## src/rtl/reg_arb_pkg.sv

```systemverilog
// Shared types and defaults for the register write arbiter.
// Included by the picker and the top-level arbiter.
package reg_arb_pkg;

  typedef enum logic [1:0] {
    S_IDLE  = 2'd0,
    S_WRITE = 2'd1,
    S_GAP   = 2'd2
  } state_t;

  localparam int DATA_W_DEF = 8;
  localparam int N_REQ_DEF  = 4;

  // A zero gap still needs a one-bit counter so the port widths stay legal.
  function automatic int gap_cnt_width(input int min_gap);
    return (min_gap < 1) ? 1 : $clog2(min_gap + 1);
  endfunction

endpackage

```

## src/rtl/rr_grant_picker.sv

```systemverilog
// Combinational round-robin search: the first requester after last_grant wins.
// Priority wraps modulo N_REQ, so the previous winner is always examined last.
module rr_grant_picker
  import reg_arb_pkg::*;
#(
  parameter int N_REQ = N_REQ_DEF
) (
  input  logic [N_REQ-1:0]         req,
  input  logic [$clog2(N_REQ)-1:0] last_grant,
  output logic                     any_valid,
  output logic [$clog2(N_REQ)-1:0] winner
);

  localparam int IDW = $clog2(N_REQ);

  logic [IDW-1:0] cand [N_REQ];

  // cand[0] is the requester with the highest priority this cycle.
  generate
    for (genvar gi = 0; gi < N_REQ; gi++) begin : g_cand
      assign cand[gi] = IDW'((int'(last_grant) + 1 + gi) % N_REQ);
    end
  endgenerate

  always_comb begin
    logic found;
    found     = 1'b0;
    winner    = '0;
    any_valid = |req;
    for (int i = 0; i < N_REQ; i++) begin
      if (!found && req[cand[i]]) begin
        winner = cand[i];
        found  = 1'b1;
      end
    end
  end

endmodule

```

## src/rtl/reg_write_arbiter.sv

```systemverilog
// Round-robin arbiter sharing one enabled storage register among N_REQ requesters.
// One write slot is IDLE(capture) -> WRITE(enable/ack) -> optional GAP cycles.
module reg_write_arbiter
  import reg_arb_pkg::*;
#(
  parameter int N_REQ   = N_REQ_DEF,
  parameter int DATA_W  = DATA_W_DEF,
  parameter int MIN_GAP = 0
) (
  input  logic                      i_clk,
  input  logic                      i_rst_n,
  input  logic [N_REQ-1:0]          i_req,
  input  logic [N_REQ*DATA_W-1:0]   i_data,
  output logic [N_REQ-1:0]          o_ack,
  output logic                      o_reg_enable,
  output logic [DATA_W-1:0]         o_reg_data,
  output logic [$clog2(N_REQ)-1:0]  o_grant_id,
  output logic                      o_busy
);

  localparam int IDW = $clog2(N_REQ);
  localparam int GW  = gap_cnt_width(MIN_GAP);

  state_t            state_reg;
  logic [IDW-1:0]    last_grant_reg;
  logic [IDW-1:0]    grant_id_reg;
  logic [DATA_W-1:0] data_reg;
  logic [GW-1:0]     gap_cnt_reg;

  logic              any_valid;
  logic [IDW-1:0]    winner;
  logic [DATA_W-1:0] req_data [N_REQ];

  generate
    for (genvar gi = 0; gi < N_REQ; gi++) begin : g_data
      assign req_data[gi] = i_data[gi*DATA_W +: DATA_W];
    end
  endgenerate

  rr_grant_picker #(
    .N_REQ (N_REQ)
  ) u_picker (
    .req        (i_req),
    .last_grant (last_grant_reg),
    .any_valid  (any_valid),
    .winner     (winner)
  );

  // Data and winner are frozen at capture so late input changes cannot alter the write.
  always_ff @(posedge i_clk) begin
    if (!i_rst_n) begin
      state_reg      <= S_IDLE;
      last_grant_reg <= IDW'(N_REQ - 1);
      grant_id_reg   <= '0;
      data_reg       <= '0;
      gap_cnt_reg    <= '0;
    end else begin
      case (state_reg)
        S_IDLE: begin
          if (any_valid) begin
            data_reg       <= req_data[winner];
            grant_id_reg   <= winner;
            last_grant_reg <= winner;
            state_reg      <= S_WRITE;
          end
        end
        S_WRITE: begin
          if (MIN_GAP > 0) begin
            gap_cnt_reg <= GW'(MIN_GAP - 1);
            state_reg   <= S_GAP;
          end else begin
            state_reg <= S_IDLE;
          end
        end
        S_GAP: begin
          if (gap_cnt_reg == '0) begin
            state_reg <= S_IDLE;
          end else begin
            gap_cnt_reg <= gap_cnt_reg - GW'(1);
          end
        end
        default: state_reg <= S_IDLE;
      endcase
    end
  end

  assign o_reg_enable = (state_reg == S_WRITE);
  assign o_busy       = (state_reg != S_IDLE);
  assign o_reg_data   = data_reg;
  assign o_grant_id   = grant_id_reg;

  generate
    for (genvar gi = 0; gi < N_REQ; gi++) begin : g_ack
      assign o_ack[gi] = o_reg_enable && (grant_id_reg == IDW'(gi));
    end
  endgenerate

endmodule

```

## config.mk

```make
export PLATFORM = sky130hd
export DESIGN_NAME = reg_write_arbiter
export DESIGN_NICKNAME = d
export VERILOG_FILES = /design/src/rtl/reg_arb_pkg.sv /design/src/rtl/rr_grant_picker.sv /design/src/rtl/reg_write_arbiter.sv
export SDC_FILE = /design/constraint.sdc
export NUM_CORES = 1
export LEC_CHECK = 0
export ABC_AREA = 1
export CORE_ASPECT_RATIO = 0.5
export CORE_UTILIZATION = 43
export CTS_CLUSTER_DIAMETER = 120
export DETAILED_ROUTE_END_ITERATION = 6
export GPL_ROUTABILITY_DRIVEN = 0
export PLACE_DENSITY = 0.8
export SETUP_SLACK_MARGIN = 0.1
export SKIP_CTS_REPAIR_TIMING = 1
export SLEW_MARGIN = 0
export SYNTH_ARGS = -nofsm -noshare
export SYNTH_HDL_FRONTEND = slang
export SYNTH_SLANG_ARGS = --single-unit
```

## constraint.sdc

```tcl
create_clock -name i_clk -period 2.2 [get_ports i_clk]
set_clock_uncertainty 0.05 [all_clocks]
set_input_delay 0.66 -clock i_clk [delete_from_list [all_inputs] [get_ports i_clk]]
set_output_delay 0.66 -clock i_clk [all_outputs]
set_load 0.1 [all_outputs]
```

==> key figures, run 1 <==
Outcome
  – Outcome: complete, no violations

Global routing
  – All-Layer GR Usage: 22.69%
  – Vias in the first global route: 1362
  – Initial antenna violation count: 0
  – First-pass GRT wire length: 5664 um
  – GRT Residual Overflow: 0
  – Pin count of the biggest net entering global routing: 22

Cells and area
  – Share of layout cells above drive strength 1: 25.27%
  – Area of the multi-input gates: 867.1 um2
  – Fin cells: 310
  – Ant. Diodes: 0
  – FF+latch area: 275.3 um2
  – NumNets Final: 312
  – Fillers: 200
  – Number of flip-flops in the largest register: 8
  – Layout Area Growth over Synthesis: 68.52%
  – Post-route cell area: 2203 um2

Synth
  – Most frequent cell after synthesis: inv_1
  – Primary FF master, synth: dfxtp_1
  – Mapped Nets: 255
  – Post-synthesis cell type count: 23
  – Cells after Synth: 217
  – Top cells by count, synth: 49 x inv_1, 46 x nand3_1, 39 x nand2_1
  – #FFs+latches synth: 13
  – Largest area contributor in the netlist: dfxtp_1
  – Top-area cell type share of the netlist area: 19.90%
  – Avg Cell Area, Syn: 6.025 um2
  – Part of the Yosys area used for sequential elements: 19.90%
  – Post-synth ARST share: 0%
  – Yosys warnings: 0
  – Post-synth EDFFs: 0
  – Top post-synthesis cells by area: dfxtp_1 20%, nand3_1 18%, inv_1 14%, nand2_1 11%, nand2_2 7.2%
  – Post-Syn Area: 1308 um2

STA
  – Final worst path period share: 90.75%
  – Worst slew pin tran: 330.6 ps
  – Post-layout min period: 1997 ps
  – Max-slew headroom: 77.94%
  – Final worst setup slack: 203.4 ps
  – Final setup fails: 0
  – Max frequency: 500.9 MHz
  – Final Hold Vio Count: 0
  – Final slew viol count: 0
  – RSZ-0062 raised after global routing: false

Clock network
  – Root buffer cell: clkbuf_8
  – TritonCTS Buffers: 3
  – TritonCTS Sinks: 13
  – TritonCTS clock tree: done
  – Clk Latency, worst-skew pair: 240 ps
  – Clock H-tree levels: 1
  – Reg clk slew, reported paths: 50 ps
  – Bufs on Longest Clock Path: 2

Power
  – Pwr per Cell Area: 1444 nW/um2
  – Static Leak: 1.170 nW
  – PnR Total Power: 0.003182 W
  – Worst IR Drop VDD: 826.0 uV

Die
  – Die Area: 3279 um2
  – Std-Cell Rows: 13
  – Initial core utilization: 47.85%
  – Die W: 79.99 um
  – I/O pin cnt: 54
  – Die Ht: 40.99 um
  – Core box area: 2733 um2

Drt
  – 1st-pass router iterations: 4
  – Via count: 1570
  – Total routed wirelength: 3669 um
  – Via density per instance: 5.065
  – Drt initial violations: 60
  – Wire length per cell: 11.84 um
  – Final ANT Viol Nets: 0
  – DRC viols: 0

Placement
  – Post-DP HPWL: 2698 um
  – Placed insts: 305
  – DP Area: 2105 um2
  – PortBufs: 53
  – Place WS: -350.3 ps

Flow run
  – Max-Cap Viols: 0

Worst setup path
  – Req. time, crit path: 2290 ps
  – Critical path type: in -> reg
  – Startpoint types: input port
  – CP arrival: 2090 ps
  – Reg2Reg Depth: 14
  – Max FO, Critical Path: 16
  – CP Capture Type: flop

Hold path
  – Hold depth: 2
  – Tightest Hold Check Type: reg -> reg
==> metrics by stage <==
stage / hold WS (ps) / util, % / setup TNS (ps)
after floorplan: 524.9 / - / -250.8
after global placement: 479.9 / 77.01 / -3245
after detailed placement: 480.7 / 77.01 / -3592
after CTS: 498.2 / 78.66 / -818.0
after global routing: 506.4 / 80.63 / 0
final: 498.7 / 80.63 / 0
==> worst max-delay path, cell delays in order <==
cell            delay [ps]
dlymetal6s2s_1         160
nand2_1                110
nand2_1                 90
nand2_4                100
nand2_4                 80
o21bai_2               140
nand2_2                 80
nand2_4                150
buf_12                 160
nand3_1                 90
nand3_1                 90
nand3_1                 70
nand2_1                 60
inv_1                   40
==> layout make-up <==
cell class | count | area share (%)
flip-flops and latches | 13 | 12.49
well taps | 37 | 2.101
clock buffers | 4 | 2.044
repair buffers | 59 | 35.15
multi-input cells | 145 | 39.35
inverters | 52 | 8.859
==> per-layer routing <==
| layer | part of all wire, % | vias up | global-route usage (%) |
|---|---|---|---|
| met4 | 0.55 | 0 | 1.339 |
| met1 | 42 | 731 | 26.57 |
| li1 | - | 779 | - |
| met2 | 52 | 56 | 46.15 |
| met5 | 0 | - | 0 |
| met3 | 5.2 | 4 | 5.333 |
==> worst paths after layout <==
| path | from | slack [ps] | end |
|---|---|---|---|
| setup / recovery | i_req[0] | 200 | o_reg_data[5] |
| hold / removal | o_grant_id[1] | 500 | o_grant_id[1] |
| setup reg to reg | last_grant_reg[1] | 270 | o_reg_data[5] |
| hold reg to reg | o_grant_id[1] | 500 | o_grant_id[1] |
==> cells in the final DEF, fill, tap and decap left out <==
master and instances:
a21oi_1 2, buf_12 18, buf_4 3, buf_6 1
clkbuf_1 1, clkbuf_8 3, clkdlybuf4s50_1 33, dfxtp_1 9
dfxtp_4 4, dlymetal6s2s_1 4, inv_1 47, inv_2 5
nand2_1 38, nand2_2 15, nand2_4 7, nand2_8 2
nand3_1 46, nand3_2 3, nand4_1 3, nand4_4 1
nor2_1 18, nor2_8 1, nor3_4 4, nor4_1 1
o211ai_1 2, o21ai_4 1, o21bai_2 1
==> cells by family (layout without fill, tap and decap cells) <==
family / Yosys count / count (layout) / synth area share [%]
AO/OA/AOI/OAI: 6 / 6 / 4.019
flip-flops: 13 / 13 / 19.90
buffers and inverters: 60 / 115 / 20.00
AND/OR/NAND/NOR: 138 / 139 / 56.08
==> where the power goes <==
group / switching [W] / internal [W] / total, W
sequential: 0.000136 / 0.000335 / 0.000471
combinational: 0.00159 / 0.000911 / 0.00250
clock: 0.0000843 / 0.000128 / 0.000212
Note: power is estimated with default switching activity, not from simulation.
==> run 2: changes to the inputs <==
--- a/config.mk
+++ b/config.mk
@@ -6,12 +6,13 @@
 export NUM_CORES = 1
 export LEC_CHECK = 0
 export ABC_AREA = 1
+export ABC_CLOCK_PERIOD_IN_PS = 2200
 export CORE_ASPECT_RATIO = 0.5
 export CORE_UTILIZATION = 43
 export CTS_CLUSTER_DIAMETER = 120
 export DETAILED_ROUTE_END_ITERATION = 6
 export GPL_ROUTABILITY_DRIVEN = 0
-export PLACE_DENSITY = 0.8
+export PLACE_DENSITY = 0.91
 export SETUP_SLACK_MARGIN = 0.1
 export SKIP_CTS_REPAIR_TIMING = 1
 export SLEW_MARGIN = 0
==> constraint.sdc (replaced) <==
create_clock -name i_clk -period 2.2 [get_ports i_clk]
set_clock_uncertainty 0.05 [all_clocks]
set_input_delay 0.66 -clock i_clk [delete_from_list [all_inputs] [get_ports i_clk]]
set_output_delay 0.66 -clock i_clk [all_outputs]
set_load 0.005 [all_outputs]
==> run 2 against run 1 <==
Compared with the run above: non-clock buffer count rose by 7; power fell by 27%; die area did not move; fmax rose by 2.6%; utilization fell by 6.3 points; critical endpoint is now o_reg_data[6]; largest power group unchanged.
==> key figures, run 2 (synthesis gave the netlist of run 1 again) <==
Global routing
  – GRT Residual Overflow: 0 (unchanged)
  – Initial antenna violation count: 0 (unchanged)
  – Vias in the first global route: 1399 (was 1362)
  – Pin count of the biggest net entering global routing: 22 (unchanged)
  – All-Layer GR Usage: 23.35% (was 22.69%)
  – First-pass GRT wire length: 5789 um (was 5664 um)

Placement
  – DP Area: 1941 um2 (was 2105 um2)
  – PortBufs: 53 (unchanged)
  – Place WS: -334.8 ps (was -350.3 ps)
  – Post-DP HPWL: 2698 um (about the same)

STA
  – Final Hold Vio Count: 0 (unchanged)
  – Final worst path period share: 88.42% (was 90.75%)
  – Max-slew headroom: 77.55% (was 77.94%)
  – Final slew viol count: 0 (unchanged)
  – Post-layout min period: 1945 ps (was 1997 ps)
  – Final setup fails: 0 (unchanged)
  – Max frequency: 514.1 MHz (was 500.9 MHz)
  – Worst slew pin tran: 336.5 ps (was 330.6 ps)
  – Final worst setup slack: 254.8 ps (was 203.4 ps)
  – RSZ-0062 raised after global routing: false (unchanged)
  – Hold Slack: 459.8 ps (was 498.7 ps)

Die
  – I/O pin cnt: 54 (unchanged)
  – Die W: 79.99 um (unchanged)
  – Std-Cell Rows: 13 (unchanged)
  – Die Ht: 40.99 um (unchanged)
  – Die Area: 3279 um2 (unchanged)
  – Core box area: 2733 um2 (unchanged)
  – Initial core utilization: 47.85% (unchanged)

Clock network
  – Reg clk slew, reported paths: 50 ps (about the same)
  – Root buffer cell: clkbuf_8 (unchanged)
  – Bufs on Longest Clock Path: 2 (unchanged)
  – TritonCTS clock tree: done (unchanged)
  – TritonCTS Buffers: 3 (unchanged)
  – Clk Latency, worst-skew pair: 240 ps (about the same)
  – TritonCTS Sinks: 13 (unchanged)
  – Clock H-tree levels: 1 (unchanged)

Worst setup path
  – Reg2Reg Depth: 14 (unchanged)
  – Crit path buffers/inverters: 3 (unchanged)
  – Crit path largest cell delay: 160 ps (about the same)
  – Startpoint types: input port (unchanged)
  – Critical path cell sequence: dlymetal6s2s_1, nand2_1, nand2_2, nand2_4, nand2_4, nor2_8, nand2_2, nand2_4, buf_12, nand3_1, nand3_1, nand3_1, nand2_1, inv_1 (was dlymetal6s2s_1, nand2_1, nand2_1, nand2_4, nand2_4, o21bai_2, nand2_2, nand2_4, buf_12, nand3_1, nand3_1, nand3_1, nand2_1, inv_1)
  – R2r startpoint: last_grant_reg[1] (unchanged)
  – Cell family with most CP delay: simple AND/OR/NAND/NOR gates (unchanged)
  – Reg2Reg Setup Slack: 280 ps (was 270 ps)
  – Req. time, crit path: 2290 ps (about the same)
  – Critical path's slowest cell: dlymetal6s2s_1 (unchanged)
  – CP Capture Type: flop (unchanged)
  – Max FO, Critical Path: 16 (unchanged)
  – CP arrival: 2040 ps (was 2090 ps)
  – Critical path type: in -> reg (unchanged)
  – Critical R2R Capture: o_reg_data[6] (was o_reg_data[5])

Drt
  – Drt initial violations: 68 (was 60)
  – Via density per instance: 4.918 (was 5.065)
  – Wire length per cell: 11.61 um (was 11.84 um)
  – DRC viols: 0 (unchanged)
  – Via count: 1554 (was 1570)
  – Final ANT Viol Nets: 0 (unchanged)
  – 1st-pass router iterations: 4 (unchanged)
  – Total routed wirelength: 3670 um (was 3669 um)

Power
  – PnR Total Power: 0.002325 W (was 0.003182 W)
  – Pwr per Cell Area: 1145 nW/um2 (was 1444 nW/um2)
  – Worst IR Drop VDD: 680.4 uV (was 826.0 uV)
  – Static Leak: 1.169 nW (was 1.170 nW)

Cells and area
  – Commonest non-fill, non-tap cell in the layout: inv_1 (unchanged)
  – Most frequent cells in the layout: 49 x inv_1, 46 x nand3_1, 45 x clkdlybuf4s50_1, 39 x nand2_1, 18 x nor2_1 (was 47 x inv_1, 46 x nand3_1, 38 x nand2_1, 33 x clkdlybuf4s50_1)
  – NumNets Final: 318 (was 312)
  – Post-route cell area: 2031 um2 (was 2203 um2)
  – Ant. Diodes: 0 (unchanged)
  – Number of flip-flops in the largest register: 8 (unchanged)
  – Layout Area Growth over Synthesis: 55.31% (was 68.52%)
  – Share of layout cells above drive strength 1: 18.64% (was 25.27%)

Hold path
  – Hold depth: 2 (unchanged)
  – Hold_sp: o_grant_id[1] (unchanged)
  – Tightest Hold Check Type: reg -> reg (unchanged)
  – WHS Endpoint: o_grant_id[1] (unchanged)

Outcome
  – Outcome: complete, no violations (unchanged)

Flow run
  – Max-Cap Viols: 0 (unchanged)
## run 2: final cells by class
| class | count | area [um2] |
|---|---|---|
| tap | 37 | 46.29 |
| clock buffer | 4 | 45.04 |
| multi-input combinational | 144 | 804.5 |
| timing repair buffer | 66 | 673.1 |
| inverter | 52 | 197.7 |
| sequential | 13 | 264.0 |
| fill | 227 | 701.9 |
## run 2: metrics by stage
step	util [%]	setup TNS, ps	std cells
floorplan	-	0	217
global placement	71.02	-2681	312
detailed placement	71.02	-3435	312
CTS	72.66	-541.0	316
global route	74.31	0	316
finish	74.31	0	316
## run 2: tightest hold or removal path, stage by stage (launching register included)
cell	delay, ps
dfxtp_2	340
nand2_1	70
a21oi_1	60
## run 2: routing by layer
| layer | track usage [%] | vias up | part of all wire (%) |
|---|---|---|---|
| met1 | 24.61 | 722 | 41 |
| met3 | 4.667 | 4 | 3.5 |
| met2 | 49.15 | 39 | 54 |
| met4 | 8.929 | 0 | 0.98 |
| li1 | - | 789 | - |
| met5 | 0 | - | 0 |
## run 2: how the worst max path moves through the flow
stage               depth (start not counted)            end  slack [ps]         startpoint
floorplan                                  13  o_reg_data[0]         300           i_req[0]
CTS                                        14  o_reg_data[4]         -80           i_req[3]
finish                                     14  o_reg_data[6]         250           i_req[3]
global placement                           14  o_reg_data[4]        -270           i_req[1]
global route                               14  o_reg_data[6]         120  last_grant_reg[1]
detailed placement                         14  o_reg_data[4]        -330           i_req[3]
## run 2: where the power goes
| group | switching [W] | internal [W] | leakage (nW) |
|---|---|---|---|
| Sequential | 0.0000690 | 0.000327 | 0.109 |
| Combinational | 0.000966 | 0.000751 | 1.04 |
| Clock | 0.0000848 | 0.000128 | 0.0228 |
| Total | 0.00112 | 0.00121 | 1.17 |
==> run 3: changes to the inputs <==
--- a/config.mk
+++ b/config.mk
@@ -12,6 +12,7 @@
 export CTS_CLUSTER_DIAMETER = 120
 export DETAILED_ROUTE_END_ITERATION = 6
 export GPL_ROUTABILITY_DRIVEN = 0
+export MAX_ROUTING_LAYER = met4
 export PLACE_DENSITY = 0.91
 export SETUP_SLACK_MARGIN = 0.1
 export SKIP_CTS_REPAIR_TIMING = 1
==> run 3 against run 2 <==
Compared with the run above: routed wire length down 0.46%; combinational power about the same; critical path type unchanged; sequential cell count unchanged; die area unchanged; sequential power about the same; clock-buffer cell count unchanged; register-to-register slack about the same; first-iteration DRC count up 1.5%; cell count unchanged; clock power about the same; fmax up 0.17%.
==> key figures, run 3 (synthesis gave the netlist of run 1 again) <==
Outcome
  – Outcome: complete, no violations (unchanged)

Worst setup path
  – Critical path cell sequence: dlymetal6s2s_1, nand2_1, nand2_2, nand2_4, nand2_4, nor2_8, nand2_2, nand2_4, buf_12, nand3_1, nand3_1, nand3_1, nand2_1, inv_1 (unchanged)
  – Critical R2R Capture: o_reg_data[6] (unchanged)
  – Startpoint types: input port (unchanged)
  – R2r startpoint: last_grant_reg[1] (unchanged)
  – Critical path's slowest cell: dlymetal6s2s_1 (unchanged)
  – Crit path largest cell delay: 160 ps (about the same)
  – Req. time, crit path: 2290 ps (about the same)
  – Reg2Reg Setup Slack: 290 ps (was 280 ps)
  – Max FO, Critical Path: 16 (unchanged)
  – CP Capture Type: flop (unchanged)
  – Critical path type: in -> reg (unchanged)
  – CP arrival: 2040 ps (about the same)
  – Crit path buffers/inverters: 3 (unchanged)
  – Reg2Reg Depth: 14 (unchanged)
  – Cell family with most CP delay: simple AND/OR/NAND/NOR gates (unchanged)

Die
  – I/O pin cnt: 54 (unchanged)
  – Core box area: 2733 um2 (unchanged)
  – Initial core utilization: 47.85% (unchanged)
  – Die Ht: 40.99 um (unchanged)
  – Die Area: 3279 um2 (unchanged)
  – Std-Cell Rows: 13 (unchanged)
  – Die W: 79.99 um (unchanged)

Cells and area
  – Share of layout cells above drive strength 1: 18.64% (unchanged)
  – Most frequent cells in the layout: 49 x inv_1, 46 x nand3_1, 45 x clkdlybuf4s50_1, 39 x nand2_1, 18 x nor2_1 (unchanged)
  – Ant. Diodes: 0 (unchanged)
  – Number of flip-flops in the largest register: 8 (unchanged)
  – Layout Area Growth over Synthesis: 55.31% (unchanged)
  – Post-route cell area: 2031 um2 (unchanged)
  – NumNets Final: 318 (unchanged)
  – Commonest non-fill, non-tap cell in the layout: inv_1 (unchanged)

Global routing
  – Vias in the first global route: 1397 (was 1399)
  – GRT Residual Overflow: 0 (unchanged)
  – First-pass GRT wire length: 5789 um (unchanged)
  – All-Layer GR Usage: 24.08% (was 23.35%)
  – Initial antenna violation count: 0 (unchanged)
  – Pin count of the biggest net entering global routing: 22 (unchanged)

STA
  – Final worst path period share: 88.27% (was 88.42%)
  – Max frequency: 515.0 MHz (was 514.1 MHz)
  – Worst slew pin tran: 333.6 ps (was 336.5 ps)
  – Post-layout min period: 1942 ps (was 1945 ps)
  – Final Hold Vio Count: 0 (unchanged)
  – RSZ-0062 raised after global routing: false (unchanged)
  – Final setup fails: 0 (unchanged)
  – Final slew viol count: 0 (unchanged)
  – Max-slew headroom: 77.73% (was 77.55%)
  – Post-route setup TNS: 0 ps (unchanged)

Clock network
  – Bufs on Longest Clock Path: 2 (unchanged)
  – TritonCTS clock tree: done (unchanged)
  – Clock H-tree levels: 1 (unchanged)
  – Root buffer cell: clkbuf_8 (unchanged)
  – Clk Latency, worst-skew pair: 240 ps (about the same)
  – TritonCTS Buffers: 3 (unchanged)
  – TritonCTS Sinks: 13 (unchanged)
  – Reg clk slew, reported paths: 50 ps (about the same)

Power
  – Worst IR Drop VDD: 679.7 uV (was 680.4 uV)
  – PnR Total Power: 0.002320 W (was 0.002325 W)
  – Pwr per Cell Area: 1142 nW/um2 (was 1145 nW/um2)
  – Static Leak: 1.169 nW (unchanged)

Drt
  – Final ANT Viol Nets: 0 (unchanged)
  – DRC viols: 0 (unchanged)
  – Total routed wirelength: 3653 um (was 3670 um)
  – Wire length per cell: 11.56 um (was 11.61 um)
  – Via density per instance: 4.927 (was 4.918)
  – Drt initial violations: 69 (was 68)
  – 1st-pass router iterations: 4 (unchanged)
  – Via count: 1557 (was 1554)

Placement
  – Post-DP HPWL: 2698 um (unchanged)
  – PortBufs: 53 (unchanged)
  – DP Area: 1941 um2 (unchanged)

Flow run
  – Max-Cap Viols: 0 (unchanged)

Hold path
  – WHS Endpoint: o_grant_id[1] (unchanged)
  – Hold depth: 2 (unchanged)
  – Tightest Hold Check Type: reg -> reg (unchanged)
  – Hold_sp: o_grant_id[1] (unchanged)
run 3: cell counts in the layout (fill, tap and decap cells not counted):
Identical to the previous run, type by type.
run 3: routing by layer:
layer  part of all wire [%]  routed length (um)  GRT usage, %  up-vias
met5                      0                   0             -        -
met4                    1.1                  40         8.929        0
met3                    3.7                 134         4.667        8
met2                     55                2001         49.15       38
met1                     40                1477         24.61      722
li1                       -                   -             -      789
run 3: final cells by class:
cell class | instances | area (um2)
multi-input cells | 144 | 804.5
fillers | 227 | 701.9
repair buffers | 66 | 673.1
flip-flops and latches | 13 | 264.0
inverters | 52 | 197.7
well taps | 37 | 46.29
clock buffers | 4 | 45.04
run 3: stage by stage:
stage | util (%) | std cells | worst slack, ps | hold WS (ps)
after floorplan | - | 217 | 299.8 | 447.0
after global placement | 71.02 | 312 | -274.5 | 452.8
after detailed placement | 71.02 | 312 | -334.8 | 469.4
after CTS | 72.66 | 316 | -82.87 | 484.3
after global routing | 74.31 | 316 | 115.8 | 479.9
final | 74.31 | 316 | 258.2 | 462.7
run 3: tightest hold or removal path, delay by kind of cell (launching register included):
kind               cells  cell delay [ps]
DFF                    1              340
and+or+nand+nor        1               70
AOI/OAI and AO/OA      1               60
run 3: worst max-delay path by stage:
stage,from,cells past startpoint,slack (ps),end
3_5_place_dp,i_req[3],14,-330,o_reg_data[4]
3_3_place_gp,i_req[1],14,-270,o_reg_data[4]
4_1_cts,i_req[3],14,-80,o_reg_data[4]
2_1_floorplan,i_req[0],13,300,o_reg_data[0]
5_1_grt,last_grant_reg[1],14,120,o_reg_data[6]
6_report,i_req[3],14,260,o_reg_data[6]
run 3: where the power goes:
part	internal, W	total (W)	leakage [nW]	switching, W
Combinational	0.000751	0.00171	1.04	0.000963
Clock	0.000128	0.000211	0.0228	0.0000831
Sequential	0.000327	0.000395	0.109	0.0000688
==> variant (flow settings as in run 1) <==
`N_REQ_DEF`: 4 -> 8.
--- a/src/rtl/reg_arb_pkg.sv
+++ b/src/rtl/reg_arb_pkg.sv
@@ -11,3 +11,3 @@
   localparam int DATA_W_DEF = 8;
-  localparam int N_REQ_DEF  = 4;
+  localparam int N_REQ_DEF  = 8;
 
Interface: changed (resized i_data, i_req, o_ack and o_grant_id); port bits go from 54 to 95. No check against the original RTL was run, so the function may have changed too.
==> variant against run 1 <==
  * The flow now finishes with violations (negative setup slack)
  * Cell area rose by 98%
  * Sequential cell count rose by 2
  * Utilization rose by 6.7 points
  * Fmax fell by 31%
  * Synthesized cell count rose by 100%
  * Cell count rose by 100%
  * Worst hold slack got worse by 0.018 ns
  * Synthesized area rose by 74%
  * Setup slack got worse by 0.88 ns
  * Critical path depth rose by 9
  * Routed wire length rose to 2.6 times the old value
  * Largest cell class unchanged
  * Highest routed layer unchanged
Power is not shown: default switching activity piles up to over one toggle a cycle in this logic, so the estimate is an artifact.
==> variant: results (changes against run 1) <==
outcome=complete, but fails checks (was finished clean); failing checks=negative setup slack; HP Class=register to register (unchanged); Post-Syn Nets=519 (was 255); H-tree levels=1 (unchanged); max FFs per register=8 (unchanged); largest area contributor in the netlist=nand2_1 (was dfxtp_1); Hold EP=o_grant_id[0] (was o_grant_id[1]); CTS clk-pin slew, worst paths=0.07 ns (was 0.05 ns); adder-cell area share of the yosys netlist=0.0110 (was 0); remaining antenna violation count=0 (unchanged); IO buf count=94 (was 53); post-synthesis sequential area ratio=0.132 (was 0.199); Worst EP arrival=2.98 ns (was 2.09 ns); Clock Latency Late Sink=0.26 ns (was 0.24 ns); reg2reg end=o_reg_data[7] (was o_reg_data[5]); Reg-to-Reg Start=last_grant_reg[0] (was last_grant_reg[1]); Root Buffer=clkbuf_8 (unchanged); largest net degree at the start of global routing=33 (was 22); synth top area cells=nand2_1, dfxtp_1, nand3_1 (was dfxtp_1, nand3_1, inv_1); placed cell area=3810 µm² (was 2100 µm²); CTS max path bufs=2 (unchanged); # nets final=642 (was 312); most frequent cells after synthesis=nand2_1, nand3_1, nor2_1 (was inv_1, nand3_1, nand2_1); All-Layer GR Usage=0.273 (was 0.227); Detailed Route Iter0 Violations=265 (was 60); overall routed net length=9420 µm (was 3670 µm); Via density=5.33 (was 5.06); Ant. Diodes=0 (unchanged); post-synth cell types=29 (was 23); setup violators final=14 (was 0); layout cells sized above 1=0.329 (was 0.253); vias in the first global route=2768 (was 1362); TritonCTS Buffers=3 (unchanged); Compound-Gate Fraction of Synth Area=0.0369 (was 0.0402); fill count=268 (was 200); ys flop type=dfxtp_1 (unchanged); router iterations before antenna repair=5 (was 4); worst reg2reg path depth=23 (was 14); HPWL Detailed=6150 µm (was 2700 µm); worst-margin pin slew=0.416 ns (was 0.331 ns); Worst Slack Setup Final=-0.681 ns (was 0.203 ns); hold_sp=o_grant_id[0] (was o_grant_id[1]); Synth warnings=0 (unchanged); initial antenna violation count=0 (unchanged); async set-reset flop share out of synthesis=0 (unchanged); mux cell area share after synthesis=0 (unchanged); xor and xnor area share after synthesis=0 (unchanged); first-pass GRT wire length=12200 µm (was 5660 µm); worst-path maximum fanout=6 (was 16); Worst Hold Depth=2 (unchanged)
[variant: stage by stage]
stage	hold WS [ns]	instances	setup TNS, ns	worst slack [ns]	utilization
final	0.481	635	-7.23	-0.681	0.874
after global routing	0.493	635	-9.40	-0.887	0.874
after CTS	0.479	626	-7.44	-0.652	0.772
after detailed placement	0.462	622	-10.94	-0.911	0.762
after global placement	0.456	622	-10.36	-0.876	0.762
after floorplan	0.484	443	-6.05	-0.526	-
[variant: worst max-delay path by stage]
stage | from | end | slack [ns]
2_1_floorplan | last_grant_reg[0] | o_reg_data[4] | -0.53
3_3_place_gp | i_req[2] | o_reg_data[4] | -0.88
3_5_place_dp | i_req[2] | o_reg_data[4] | -0.91
4_1_cts | i_req[2] | o_reg_data[2] | -0.65
5_1_grt | last_grant_reg[0] | o_reg_data[1] | -0.89
6_report | last_grant_reg[0] | o_reg_data[7] | -0.68
[variant: worst max-delay path, stage by stage, from the launching register on]
cell       delay (ns)
dfxtp_4          0.37
inv_4            0.04
ha_4             0.29
inv_4            0.04
buf_6            0.11
nand2_4          0.07
nand2_8          0.08
nand2_4          0.08
nand2_4          0.05
nand2_4          0.09
nand2_4          0.07
nor2_4           0.12
nand4_1          0.16
nor2_2           0.21
nor2_4           0.06
nand3_4          0.15
nand2_8          0.11
clkbuf_16        0.18
nand2_4          0.06
nand2_2          0.05
nand2_1          0.06
nand2_1          0.05
nor2_1           0.14
nor2_1           0.07
[variant: cell families after synthesis]
| kind of cell | count (synthesis) |
|---|---|
| AOI/OAI and AO/OA | 12 |
| adders and majority gates | 2 |
| buffers and inverters | 50 |
| DFF | 15 |
| and+or+nand+nor | 364 |
[variant: layout make-up]
class | instances | area share
multi-input cells | 379 | 0.492
repair buffers | 136 | 0.376
flip-flops and latches | 15 | 0.0733
inverters | 31 | 0.0278
well taps | 70 | 0.0201
clock buffers | 3 | 0.00945
clock inverters | 1 | 0.00143
[variant: layer usage]
metal	track usage	part of all wire
met1	0.355	0.42
met2	0.492	0.49
met3	0.0222	0.066
met4	0.0775	0.030
met5	0	0
